--- src/rtl/qpd_sweep_ctrl.sv ---
// qpd_sweep_ctrl: sweeps the QPD delay between shadowed min/max bounds, one trigger per point per leg.
// Optional QPD_SWEEP_DWELL_EN repeats each point max(dwell,1) times before stepping.
module qpd_sweep_ctrl #(
  parameter int SETTLE_CYCLES  = 16,
  parameter int TIMEOUT_CYCLES = 50000
) (
  input  logic       sclock,
  input  logic       rst,
  input  logic       start,
  input  logic       stop,
  input  logic [7:0] delay_min,
  input  logic [7:0] delay_max,
  input  logic [7:0] delay_step,
  input  logic [7:0] n_passes,
  input  logic [3:0] dwell,
  input  logic       trigger_in,
  output logic       rt,
  output logic [7:0] count_quater_period,
  output logic       busy,
  output logic       done,
  output logic       error,
  output logic [7:0] pass_count,
  output logic       dir
);
  localparam int TW = $clog2(TIMEOUT_CYCLES + 1);
  localparam int SW = $clog2(SETTLE_CYCLES + 1);
  localparam logic [TW-1:0] T_LAST = TW'(TIMEOUT_CYCLES - 1);
  localparam logic [SW-1:0] S_LAST = SW'(SETTLE_CYCLES - 1);
  typedef enum logic [2:0] {IDLE, LOAD, ISSUE, WAIT, SETTLE, STEP, DONE, ERROR} state_t;
  state_t state_q, state_d;
  logic [7:0] min_q, min_d, max_q, max_d, step_q, step_d, npass_q, npass_d;
  logic [7:0] cur_q, cur_d, cqp_q, cqp_d, pass_q, pass_d;
  logic dir_q, dir_d, trig_q, trig_prev_q, trig_edge, at_end;
  logic [TW-1:0] tmo_q, tmo_d;
  logic [SW-1:0] set_q, set_d;
  logic [8:0] sum9, lo9;
  logic [7:0] asc_nxt, desc_nxt;
`ifdef QPD_SWEEP_DWELL_EN
  logic [3:0] dwell_q, dwell_d, dcnt_q, dcnt_d, dwell_last;
`else
  logic unused_dwell;
  assign unused_dwell = ^dwell;
`endif
  assign rt = state_q == ISSUE;
  assign done = state_q == DONE;
  assign error = state_q == ERROR;
  assign busy = state_q inside {ISSUE, WAIT, SETTLE, STEP};
  assign count_quater_period = cqp_q;
  assign pass_count = pass_q;
  assign dir = dir_q;
  // 9-bit sums keep the clamp decisions free of 8-bit wraparound
  always_comb begin
    trig_edge = trig_q & ~trig_prev_q;
    sum9 = {1'b0, cur_q} + {1'b0, step_q};
    lo9 = {1'b0, min_q} + {1'b0, step_q};
    asc_nxt = (sum9 >= {1'b0, max_q}) ? max_q : sum9[7:0];
    desc_nxt = ({1'b0, cur_q} <= lo9) ? min_q : cur_q - step_q;
    at_end = dir_q ? (cur_q == min_q) : (cur_q == max_q);
`ifdef QPD_SWEEP_DWELL_EN
    dwell_last = (dwell_q == 4'd0) ? 4'd0 : dwell_q - 4'd1;
    dwell_d = dwell_q;
    dcnt_d = dcnt_q;
`endif
    state_d = state_q;
    min_d = min_q;
    max_d = max_q;
    step_d = step_q;
    npass_d = npass_q;
    cur_d = cur_q;
    pass_d = pass_q;
    dir_d = dir_q;
    tmo_d = tmo_q;
    set_d = set_q;
    if (stop && state_q != IDLE) begin
      state_d = IDLE;
    end else begin
      case (state_q)
        IDLE: if (start && !stop) begin
          state_d = LOAD;
          min_d = delay_min;
          max_d = delay_max;
          step_d = delay_step;
          npass_d = (n_passes == 8'd0) ? 8'd1 : n_passes;
`ifdef QPD_SWEEP_DWELL_EN
          dwell_d = dwell;
`endif
        end
        LOAD: if (step_q == 8'd0 || min_q > max_q) begin
          state_d = ERROR;
        end else begin
          state_d = ISSUE;
          cur_d = min_q;
          dir_d = 1'b0;
          pass_d = 8'd0;
`ifdef QPD_SWEEP_DWELL_EN
          dcnt_d = 4'd0;
`endif
        end
        ISSUE: begin
          state_d = WAIT;
          tmo_d = '0;
        end
        WAIT: if (trig_edge) begin
          state_d = SETTLE;
          set_d = '0;
        end else if (tmo_q == T_LAST) begin
          state_d = ERROR;
        end else begin
          tmo_d = tmo_q + 1'b1;
        end
        SETTLE: if (set_q == S_LAST) begin
`ifdef QPD_SWEEP_DWELL_EN
          state_d = (dcnt_q != dwell_last) ? ISSUE : STEP;
          dcnt_d = (dcnt_q != dwell_last) ? dcnt_q + 4'd1 : 4'd0;
`else
          state_d = STEP;
`endif
        end else begin
          set_d = set_q + 1'b1;
        end
        // an endpoint closes its leg; the following point moves inward in the new direction
        STEP: if (at_end) begin
          pass_d = pass_q + 8'd1;
          dir_d = ~dir_q;
          state_d = (pass_q + 8'd1 == npass_q) ? DONE : ISSUE;
          cur_d = dir_q ? asc_nxt : desc_nxt;
        end else begin
          state_d = ISSUE;
          cur_d = dir_q ? desc_nxt : asc_nxt;
        end
        DONE: state_d = IDLE;
        ERROR: state_d = IDLE;
        default: state_d = IDLE;
      endcase
    end
    cqp_d = (state_d == ISSUE) ? cur_d : cqp_q;
  end
  always_ff @(posedge sclock) begin
    if (rst) begin
      state_q <= IDLE;
      min_q <= '0;
      max_q <= '0;
      step_q <= '0;
      npass_q <= '0;
      cur_q <= '0;
      cqp_q <= '0;
      pass_q <= '0;
      dir_q <= 1'b0;
      trig_q <= 1'b0;
      trig_prev_q <= 1'b0;
      tmo_q <= '0;
      set_q <= '0;
    end else begin
      state_q <= state_d;
      min_q <= min_d;
      max_q <= max_d;
      step_q <= step_d;
      npass_q <= npass_d;
      cur_q <= cur_d;
      cqp_q <= cqp_d;
      pass_q <= pass_d;
      dir_q <= dir_d;
      trig_q <= trigger_in;
      trig_prev_q <= trig_q;
      tmo_q <= tmo_d;
      set_q <= set_d;
    end
  end
`ifdef QPD_SWEEP_DWELL_EN
  always_ff @(posedge sclock) begin
    if (rst) begin
      dwell_q <= '0;
      dcnt_q <= '0;
    end else begin
      dwell_q <= dwell_d;
      dcnt_q <= dcnt_d;
    end
  end
`endif
endmodule

--- config.mk ---
export PLATFORM = sky130hd
export DESIGN_NAME = qpd_sweep_ctrl
export DESIGN_NICKNAME = d
export VERILOG_FILES = /design/src/rtl/qpd_sweep_ctrl.sv
export SDC_FILE = /design/constraint.sdc
export NUM_CORES = 1
export LEC_CHECK = 0
export ABC_AREA = 0
export CORE_ASPECT_RATIO = 0.9
export CORE_MARGIN = 4
export CORE_UTILIZATION = 30
export CTS_CLUSTER_DIAMETER = 200
export DETAILED_ROUTE_END_ITERATION = 6
export PLACE_DENSITY = 0.56
export SLEW_MARGIN = 10
export SYNTH_ARGS = -nofsm -noshare
export SYNTH_HDL_FRONTEND = slang
export SYNTH_SLANG_ARGS = --single-unit
--- constraint.sdc ---
create_clock -name sclock -period 4.2 [get_ports sclock]
set_input_delay 0.84 -clock sclock [delete_from_list [all_inputs] [get_ports sclock]]
set_output_delay 0.84 -clock sclock [all_outputs]
set_load 0.02 [all_outputs]
Yosys cells after proc, flatten, opt, wreduce, memory -nomap -nowiden
Cells that the tools add are included.
- output and inout bits: 21
- latch bits: 0
- bits in read-only memories: 0
- memory bits (writable): 0
- memories: 0
- register bits after elaboration: 83
- bitwise logic cells: 4
- $mul: 0
- muxes and demuxes: 31
- add/sub/neg operators: 6
- shift operators: 0
- reduce and logical (&&, ||, !) cells: 17
- div/mod/pow operators: 0
- magnitude comparators: 3
- equal/unequal tests: 19
- operators by type and width (operator ; number):
    $mux 8 ; 10
    $mux 16 ; 2
    $pmux 16 s2 ; 1
    $pmux 8 s2 ; 2
    $eq 8x8->1 ; 3
    $mux 3 ; 8
    $pmux 3 s7 ; 1
    $add 8x8->9 ; 2
    $add 16x1->16 const B ; 1
    $eq 16x16->1 const B ; 1
    $logic_not 8->1 ; 2
    $eq 3x3->1 const B ; 4
    $ne 2x2->1 const B ; 6
    $reduce_and 4->1 ; 3
    $mux 5 ; 2
    $pmux 5 s2 ; 1
    $eq 3x2->1 const B ; 3
    $ge 9x8->1 ; 1
    $le 8x9->1 ; 1
    $add 8x1->8 const B ; 1
    $gt 8x8->1 ; 1
    $sub 8x8->8 ; 1
    $reduce_bool 2->1 ; 3
    $add 5x1->5 const B ; 1
    14 further kinds ; 19

Depth between registers and ports, before layout
Gate-level depths: netlist of the first run.
- depth in word-level cells: 7
- depth in mapped cells: 18
- gate-level depth less buffers: 17

Worst setup path before layout of the first run
No wires, ideal clock.
- path type: register to register
- start: reg min_q[0]
- end: reg cqp_q[5], in the netlist count_quater_period[5]
- period minus slack after synthesis: 3.733 ns
- data required time: 4.066 ns
- cell stages (with the launch flop): 17
- path slack: 0.467 ns
- arrival time: 3.599 ns
- cell sequence: dfxtp_1 ha_1 fa_1 a211oi_1 o21bai_1 a21oi_1 xor2_1 ha_1 a211o_1 a211oi_1 o221ai_1 o211a_1 buf_2 and3_1 a32o_1 a221oi_1 a211oi_1
- word-level cells in the longest chain between the ends: 7
- RTL lines (item ; line ; source):
    start: declaration ; 31 ; logic [7:0] min_q, min_d, max_q, max_d, step_q, step_d, npass_q, npass_d;
    start signal: assignment ; 155 ; min_q <= min_d;
    $add 8x8->9 ; 55 ; lo9 = {1'b0, min_q} + {1'b0, step_q};
    $le 8x9->1 ; 57 ; desc_nxt = ({1'b0, cur_q} <= lo9) ? min_q : cur_q - step_q;
    $mux 8 ; 57 ;
    $mux 8, on equally long branches ; 129, 126 ;
    $mux 8 ; 122 ; STEP: if (at_end) begin
    $pmux 8 s2 ; 77 ; case (state_q)
    $mux 8 ; 74 ; if (stop && state_q != IDLE) begin
    end signal: assignment ; 160 ; cqp_q <= cqp_d;
    end: declaration ; 32 ; logic [7:0] cur_q, cur_d, cqp_q, cqp_d, pass_q, pass_d;
Several ways; a longest one is shown, not always the timed one.
A chain may end at the register's enable or synchronous reset.

Final worst setup path of the first run
- start: reg min_q[0]
- end: reg cqp_q[7], in the netlist count_quater_period[7]
Same word-level chain as after synthesis.

==> results of run 1 <==
## synthesized netlist by cell type, types with 3 or more instances
| cell type | n | area [sq um] |
|---|---|---|
| a221oi_1 | 3 | 26.3 |
| a21o_1 | 7 | 52.6 |
| nand3b_1 | 7 | 52.6 |
| nand4_1 | 7 | 43.8 |
| o41ai_1 | 3 | 26.3 |
| o21ai_0 | 25 | 125 |
| buf_2 | 4 | 20.0 |
| a21oi_1 | 71 | 355 |
| or3b_2 | 3 | 26.3 |
| and3_1 | 9 | 56.3 |
| or3_1 | 10 | 62.6 |
| nor2b_1 | 5 | 31.3 |
| a31oi_1 | 3 | 18.8 |
| inv_1 | 34 | 128 |
| a311oi_1 | 3 | 26.3 |
| nand3_1 | 15 | 75.1 |
| a211o_1 | 3 | 26.3 |
| ha_1 | 51 | 638 |
| nand2b_1 | 8 | 50.1 |
| a211oi_1 | 11 | 82.6 |
| nand2_1 | 104 | 390 |
| nor4_2 | 3 | 37.5 |
| a32oi_1 | 3 | 26.3 |
| fa_1 | 3 | 60.1 |
| mux2i_1 | 17 | 170 |
| o211ai_1 | 5 | 37.5 |
| o21bai_1 | 7 | 52.6 |
| nor4_1 | 5 | 31.3 |
| nor2_1 | 61 | 229 |
| nor3_1 | 12 | 60.1 |
| xor2_1 | 18 | 158 |
| dfxtp_1 | 83 | 1660 |
| o22ai_1 | 3 | 18.8 |
| clkbuf_1 | 24 | 90.1 |
| xnor2_1 | 28 | 245 |
## worst min-delay path, stage by stage, from the launching register on
cell     delay [ns]
dfxtp_1        0.32
nand2_1        0.05
a21oi_1        0.05
## through the flow
stage	power [mW]	instances
final	2.07	991
after global routing	2.18	991
after CTS	2.10	991
after detailed placement	1.24	977
after global placement	1.23	977
after floorplan	1.11	696
## where the power goes
part | internal [mW] | leakage, nW | switching (mW)
Sequential | 0.808 | 0.673 | 0.0251
Combinational | 0.172 | 1.76 | 0.218
Clock | 0.531 | 0.151 | 0.317
## worst max-delay path by stage
stage / to / slack [ns] / cells past startpoint
floorplan: count_quater_period[5]$_SDFFE_PP0N_ / 0.47 / 16
CTS: count_quater_period[6]$_SDFFE_PP0N_ / 0.22 / 16
global placement: count_quater_period[4]$_SDFFE_PP0N_ / 0.25 / 16
finish: count_quater_period[7]$_SDFFE_PP0N_ / 0.29 / 15
detailed placement: count_quater_period[6]$_SDFFE_PP0N_ / 0.24 / 16
global route: count_quater_period[7]$_SDFFE_PP0N_ / 0.004 / 12
## layout make-up
| class | count | area, sq um |
|---|---|---|
| tap | 240 | 300 |
| clock buffer | 10 | 239 |
| clock inverter | 4 | 76.3 |
| fill | 1875 | 11100 |
| timing repair buffer | 71 | 671 |
| inverter | 34 | 128 |
| sequential | 83 | 1660 |
| multi-input combinational | 549 | 3650 |
## flip-flops by register name (all words and copies together) (netlist names)
name,cells
count_quater_period,8
pass_count,8
set_q,5
tmo_q,16
min_q,8
state_q,3
trig_q,1
npass_q,8
step_q,8
cur_q,8
trig_prev_q,1
max_q,8
dir,1
## layer usage
metal | part of all wire, % | routed length (um) | global-route usage, %
met5 | 0 | 0 | 0
met1 | 54 | 7730 | 21.9
met2 | 41 | 5890 | 21.0
met4 | 0.86 | 123 | 3.17
met3 | 4.3 | 624 | 3.41
## timing repair
action | 4_1_cts | 5_1_grt
buffers inserted | 0 | 0
endpoints found under the setup margin | 0 | 6
gates resized for setup | 0 | 6
## cell families after synthesis
family | share of synthesized area (%)
AOI/OAI and AO/OA | 18.7
xor gates and xnor gates | 7.59
adders and majority gates | 12.6
buffers and inverters | 4.58
DFF | 30.1
muxes | 3.49
and+or+nand+nor | 22.9
==> run metrics, run 1 <==
status finished, final reports clean; GRT Total Usage 14.6%; Cells after Synth 696; Clk pin slew, worst setup/hold paths 0.06 ns; setup slack, reg-to-reg 0.29 ns; hold crit path type register to register; Post-synth ARST share 0%; Startpoint Class register; Critical R2R Launch min_q[0]$_SDFFE_PP0P_; final setup TNS 0 ns; initial antenna violation count 0; syn avg cell area 7.93 sq um; core area 0.0178 sq mm; die area 0.0206 sq mm; number of synthesized flops with an enable pin 0; Crit Path Category register to register; syn_nets 791; CTS max path bufs 2; slowest CP cell fa_1; largest net degree at the start of global routing 42; drt initial violations 199; Crit path buffers/inverters 1; ANT nets after route 0; CTS Buf Count 9; nets 843; via count of the first global-routing pass 4728; Pins Over Slew Limit 0; worst hold endpoint npass_q[5]$_SDFFE_PP0P_; Final Setup Violations 0; first-pass GRT wire length 24100 um; hold-fix buffers at CTS 0; Tcrit/Tclk final 93.2%; Initial Utilization 30.9%; Layout Utilization 37.7%; via count 4917; Syn. warnings 0; CTS Sinks 83; Top FF cell, synth dfxtp_1; reg-to-reg critical path endpoint count_quater_period[7]$_SDFFE_PP0N_; Max-Cap Viols 0; die height 137 um; Hold Fails Final Rpt 0; DRT Wirelength 14400 um; mapped cell area 0.00552 sq mm; Hold Crit Start npass_q[5]$_SDFFE_PP0P_; worst path required time 4.45 ns; commonest non-fill, non-tap cell in the layout nand2_1; Crit path largest cell delay 0.43 ns; kind of end point of the critical path register; I/O Buffers 57; FF+latch count, synth 83; share of layout cells above drive strength 1 6.66%; FP Rows 46; TritonRoute pass-1 iters 4; critical path, cell by cell ha_1 -> fa_1 -> a211oi_2 -> o21bai_1 -> a21oi_1 -> xor2_1 -> ha_1 -> a211o_1 -> a211oi_1 -> o221ai_1 -> o211a_1 -> buf_4 -> o31ai_2 -> a211oi_1 -> a211oi_1; clock skew 0.00626 ns; Distinct cells, synth 64; Clock Latency Late Sink 0.34 ns; Worst Path Max Fanout 9; most used cell along the critical path a211oi_1; cell depth of the worst flop-to-flop path 15; P&R area growth vs syn 21.8%; vias per cell 4.96; Cells on Worst Hold Path 2; RSZ-0062 raised after global routing no; GP Congestion 0.852; Power Density 308 mW/mm^2; post-layout minimum cycle time 3.91 ns; # diodes 0; Placement Cell Area 0.00638 sq mm; Arr. time, crit path 4.17 ns; design area 0.00672 sq mm; sequential-to-total area share from yosys stat 30.1%; VDD IR max 0.230 mV; final worst slack 0.287 ns; H-Tree Depth 3; Worst-Margin Slew 0.964 ns; fmax 256 MHz; IO Count 62; DRC violations left 0; Die Span X 151 um; Rel. slew slack 35.5%; hold slack 0.470 ns; drt wl/cell 14.5 um; leading cell types in the layout, fill and taps excluded 104 x nand2_1, 82 x dfxtp_1, 71 x a21oi_1; TritonCTS clock tree yes; post-DP HPWL 11100 um; root buffer cell clkbuf_16; delay-heaviest family, CP compound AO/OA/AOI/OAI gates; Crit. Startpoint min_q[0]$_SDFFE_PP0P_; Lkg Pwr 2.59 nW; Place WS 0.239 ns; grt total ovfl 0
No activity file was read; power rests on OpenSTA's default activity.
==> inputs of run 2 (changes only) <==
--- a/config.mk
+++ b/config.mk
@@ -5,14 +5,14 @@
 export SDC_FILE = /design/constraint.sdc
 export NUM_CORES = 1
 export LEC_CHECK = 0
-export ABC_AREA = 0
+export ABC_AREA = 1
 export CORE_ASPECT_RATIO = 0.9
 export CORE_MARGIN = 4
 export CORE_UTILIZATION = 30
 export CTS_CLUSTER_DIAMETER = 200
 export DETAILED_ROUTE_END_ITERATION = 6
 export PLACE_DENSITY = 0.56
-export SLEW_MARGIN = 10
+export SLEW_MARGIN = 20
 export SYNTH_ARGS = -nofsm -noshare
 export SYNTH_HDL_FRONTEND = slang
 export SYNTH_SLANG_ARGS = --single-unit
==> run 2 against run 1 <==
  * Total power grew 17%
  * Critical path depth grew 7
  * Worst setup slack gained 0.28 ns
  * Via count grew 19%
  * Die area grew 9.4%
  * Global-route usage grew 1.5 points
  * Design area grew 7.8%
  * Register-to-register slack gained 0.28 ns
  * Highest routed layer unchanged
  * Clock skew grew 0.0053 ns
  * Synthesized cell count grew 31%
  * Wire length grew 22%
  * Critical endpoint is now count_quater_period[0]$_SDFFE_PP0N_
  * Combinational power grew 90%
==> run metrics, run 2 <==
status finished, final reports clean; FP Rows 49 (+6.5%); die height 143 um (+4.6%); drt initial violations 407 (+100%); top-count cell post-synth nand2_1; clock skew 0.0116 ns (+0.00531 ns); final setup TNS 0 ns (unchanged); sequential-to-total area share from yosys stat 27.4% (-2.7 points); largest net degree at the start of global routing 44 (+4.8%); via count of the first global-routing pass 5436 (+15%); Rel. slew slack 57.1% (+22 points); share of layout cells above drive strength 1 8.18% (+1.5 points); IO Count 62 (unchanged); Hold Crit Start trig_q$_SDFF_PP0_; number of synthesized flops with an enable pin 0 (unchanged); worst path required time 4.44 ns (about the same); post-DP HPWL 14000 um (+26%); Startpoint Class register; Net Sw Power 0.841 mW (+50%); max reg flops 16 (unchanged); GRT Total Usage 16.0% (+1.5 points); Top reg by flops tmo_q; top post-synthesis cells by count 208 x nand2_1, 122 x inv_1, 87 x a21oi_1; Clk pwr share 33.4% (-7.6 points); Power Density 334 mW/mm^2 (+8.5%); Cells after Synth 913 (+31%); Pins Over Slew Limit 0 (unchanged); mapped cell area 0.00607 sq mm (+9.9%); Clk pin slew, worst setup/hold paths 0.07 ns (about the same); delay-heaviest family, CP simple AND/OR/NAND/NOR gates; Register Area 0.00166 sq mm (about the same); CTS max path bufs 2 (unchanged); commonest non-fill, non-tap cell in the layout nand2_1; Crit. Startpoint cur_q[2]$_SDFF_PP0_; DRC violations left 0 (unchanged); Critical R2R Launch cur_q[2]$_SDFF_PP0_; Die Span X 158 um (+4.6%); Flop pwr share 36.0% (-4.2 points); Clock Latency Late Sink 0.34 ns (about the same); vias per cell 4.76 (-4.1%); root buffer cell clkbuf_16; top-area cell type share of the netlist area 27.4% (-2.7 points); first-pass GRT wire length 28400 um (+18%); CTS Buf Count 9 (unchanged); DRT Wirelength 17600 um (+22%); fmax 275 MHz (+7.6%); post-layout minimum cycle time 3.64 ns (-0.276 ns); Lkg Pwr 3.31 nW (+28%); critical path, cell by cell ha_1 -> inv_1 -> a21oi_1 -> nand2_1 -> xor2_1 -> inv_1 -> ha_1 -> nand2_1 -> inv_1 -> nand3_1 -> nor3_1 -> nor2_8 -> nand2_4 -> nand2_1 -> nand3_2 -> nand2_1 -> nand2_1 -> nand2_1 -> nand2_1 -> nand3_1 -> nand2_1 -> inv_1; total power 2.42 mW (+17%); area of the multi-input gates 0.00382 sq mm (+4.6%); Max-Cap Viols 0 (unchanged); hold-fix buffers at CTS 0 (unchanged); TritonCTS clock tree yes; portion of total power attributed to combinational logic 30.5% (+12 points); P&R area growth vs syn 19.4%; slowest CP cell ha_1; Internal Power 1.58 mW (+4.6%); syn_nets 1008 (+27%); Crit path buffers/inverters 4 (+3); kind of end point of the critical path register; nets 1068 (+27%); switching share of power 34.7% (+7.7 points); H-Tree Depth 3 (unchanged); RSZ-0062 raised after global routing no; most used cell along the critical path nand2_1; core area 0.0199 sq mm (+12%); Crit Path Category register to register; Fillers 2154 (+15%); # diodes 0 (unchanged); Final Setup Violations 0 (unchanged); Synth area leader dfxtp_1; die area 0.0226 sq mm (+9.4%); I/O Buffers 57 (unchanged); Crit path largest cell delay 0.51 ns (+0.08 ns); hold crit path type register to register; Layout Cells excl Fill 1233 (+24%); TritonRoute pass-1 iters 4 (unchanged); Post-synth ARST share 0% (unchanged); Distinct cells, synth 42 (-34%); CTS Sinks 83 (unchanged); Placed Cells 1217 (+25%); drt wl/cell 14.3 um (-1.7%); post_cts resized 0 (unchanged); postcts setup bufs 0 (unchanged); ANT nets after route 0 (unchanged); Syn. warnings 0 (unchanged); Hold Fails Final Rpt 0 (unchanged); hold slack 0.421 ns (-0.0486 ns); design area 0.00725 sq mm (+7.8%); FF+latch count, synth 83 (unchanged); Arr. time, crit path 3.88 ns (-0.29 ns); Initial Utilization 30.5% (-0.48 points); Worst Path Max Fanout 9 (unchanged); initial antenna violation count 0 (unchanged); VDD IR max 0.184 mV (-20%); Worst-Margin Slew 0.642 ns (-0.322 ns); Placement Cell Area 0.00695 sq mm (+8.9%); syn avg cell area 6.65 sq um (-16%); GP Congestion 0.902 (+5.9%); via count 5867 (+19%); grt total ovfl 0 (unchanged); leading cell types in the layout, fill and taps excluded 208 x nand2_1, 122 x inv_1, 87 x a21oi_1; Tcrit/Tclk final 86.6% (-6.6 points); Top FF cell, synth dfxtp_1; Synth area leaders dfxtp_1 27%, nand2_1 13%, ha_1 11%
[run 2: changes by cell type in the layout (fill, tap and decap cells not counted), moves of 19 or more]
cell	before	now
o21ai_0	25	47
inv_1	34	122
nor2_1	61	80
xnor2_1	28	6
nand2_1	104	208
nand3_1	15	71
nand2_2	1	20
[run 2: worst min-delay path, cell delays in order, from the launching register on]
cell     delay, ns
dfxtp_1       0.30
inv_1         0.06
nor2_1        0.04
[run 2: power by group through the flow]
stage	Combinational (mW)	Clock [mW]	Sequential (mW)
final	0.740	0.810	0.872
after global routing	0.843	0.867	0.878
after CTS	0.741	0.837	0.872
after detailed placement	0.734	0	0.890
after global placement	0.732	0	0.890
after floorplan	0.524	0	0.883
[run 2: area by class of cell]
| type | count | area share, % |
|---|---|---|
| clock buffers | 11 | 3.35 |
| clock inverters | 5 | 0.829 |
| inverters | 130 | 6.84 |
| multi-input cells | 681 | 52.6 |
| flip-flops and latches | 83 | 22.9 |
| well taps | 255 | 4.40 |
| repair buffers | 68 | 9.01 |
[run 2: logic make-up (layout without fill, tap and decap cells)]
| kind of cell | after synthesis | after routing | share of synthesized area [%] |
|---|---|---|---|
| and+or+nand+nor | 443 | 443 | 33.6 |
| AOI/OAI and AO/OA | 159 | 159 | 14.0 |
| buffers and inverters | 149 | 214 | 9.81 |
| DFF | 83 | 83 | 27.4 |
| adders and majority gates | 54 | 54 | 11.5 |
| xor gates and xnor gates | 25 | 25 | 3.61 |
[run 2: final timing paths]
kind / to / slack [ns] / depth (start not counted)
setup / recovery: count_quater_period[0]$_SDFFE_PP0N_ / 0.56 / 22
setup reg to reg: count_quater_period[0]$_SDFFE_PP0N_ / 0.56 / 22
hold / removal: trig_prev_q$_SDFF_PP0_ / 0.42 / 2
hold reg to reg: trig_prev_q$_SDFF_PP0_ / 0.42 / 2
[run 2: metal layers]
layer / global-route usage [%] / vias to the layer above / share of wire, %
li1: - / 3103 / -
met1: 23.9 / 2640 / 52
met2: 24.0 / 115 / 42
met3: 3.73 / 9 / 5.9
met4: 2.35 / 0 / 0.71
met5: 0 / - / 0
[run 2: per-stage QoR]
step | worst slack, ns | util, %
6_report | 0.563 | 36.4
5_1_grt | 0.164 | 36.4
4_1_cts | 0.588 | 36.4
2_1_floorplan | 1.19 | -
3_5_place_dp | 0.602 | 34.9
3_3_place_gp | 0.578 | 34.9
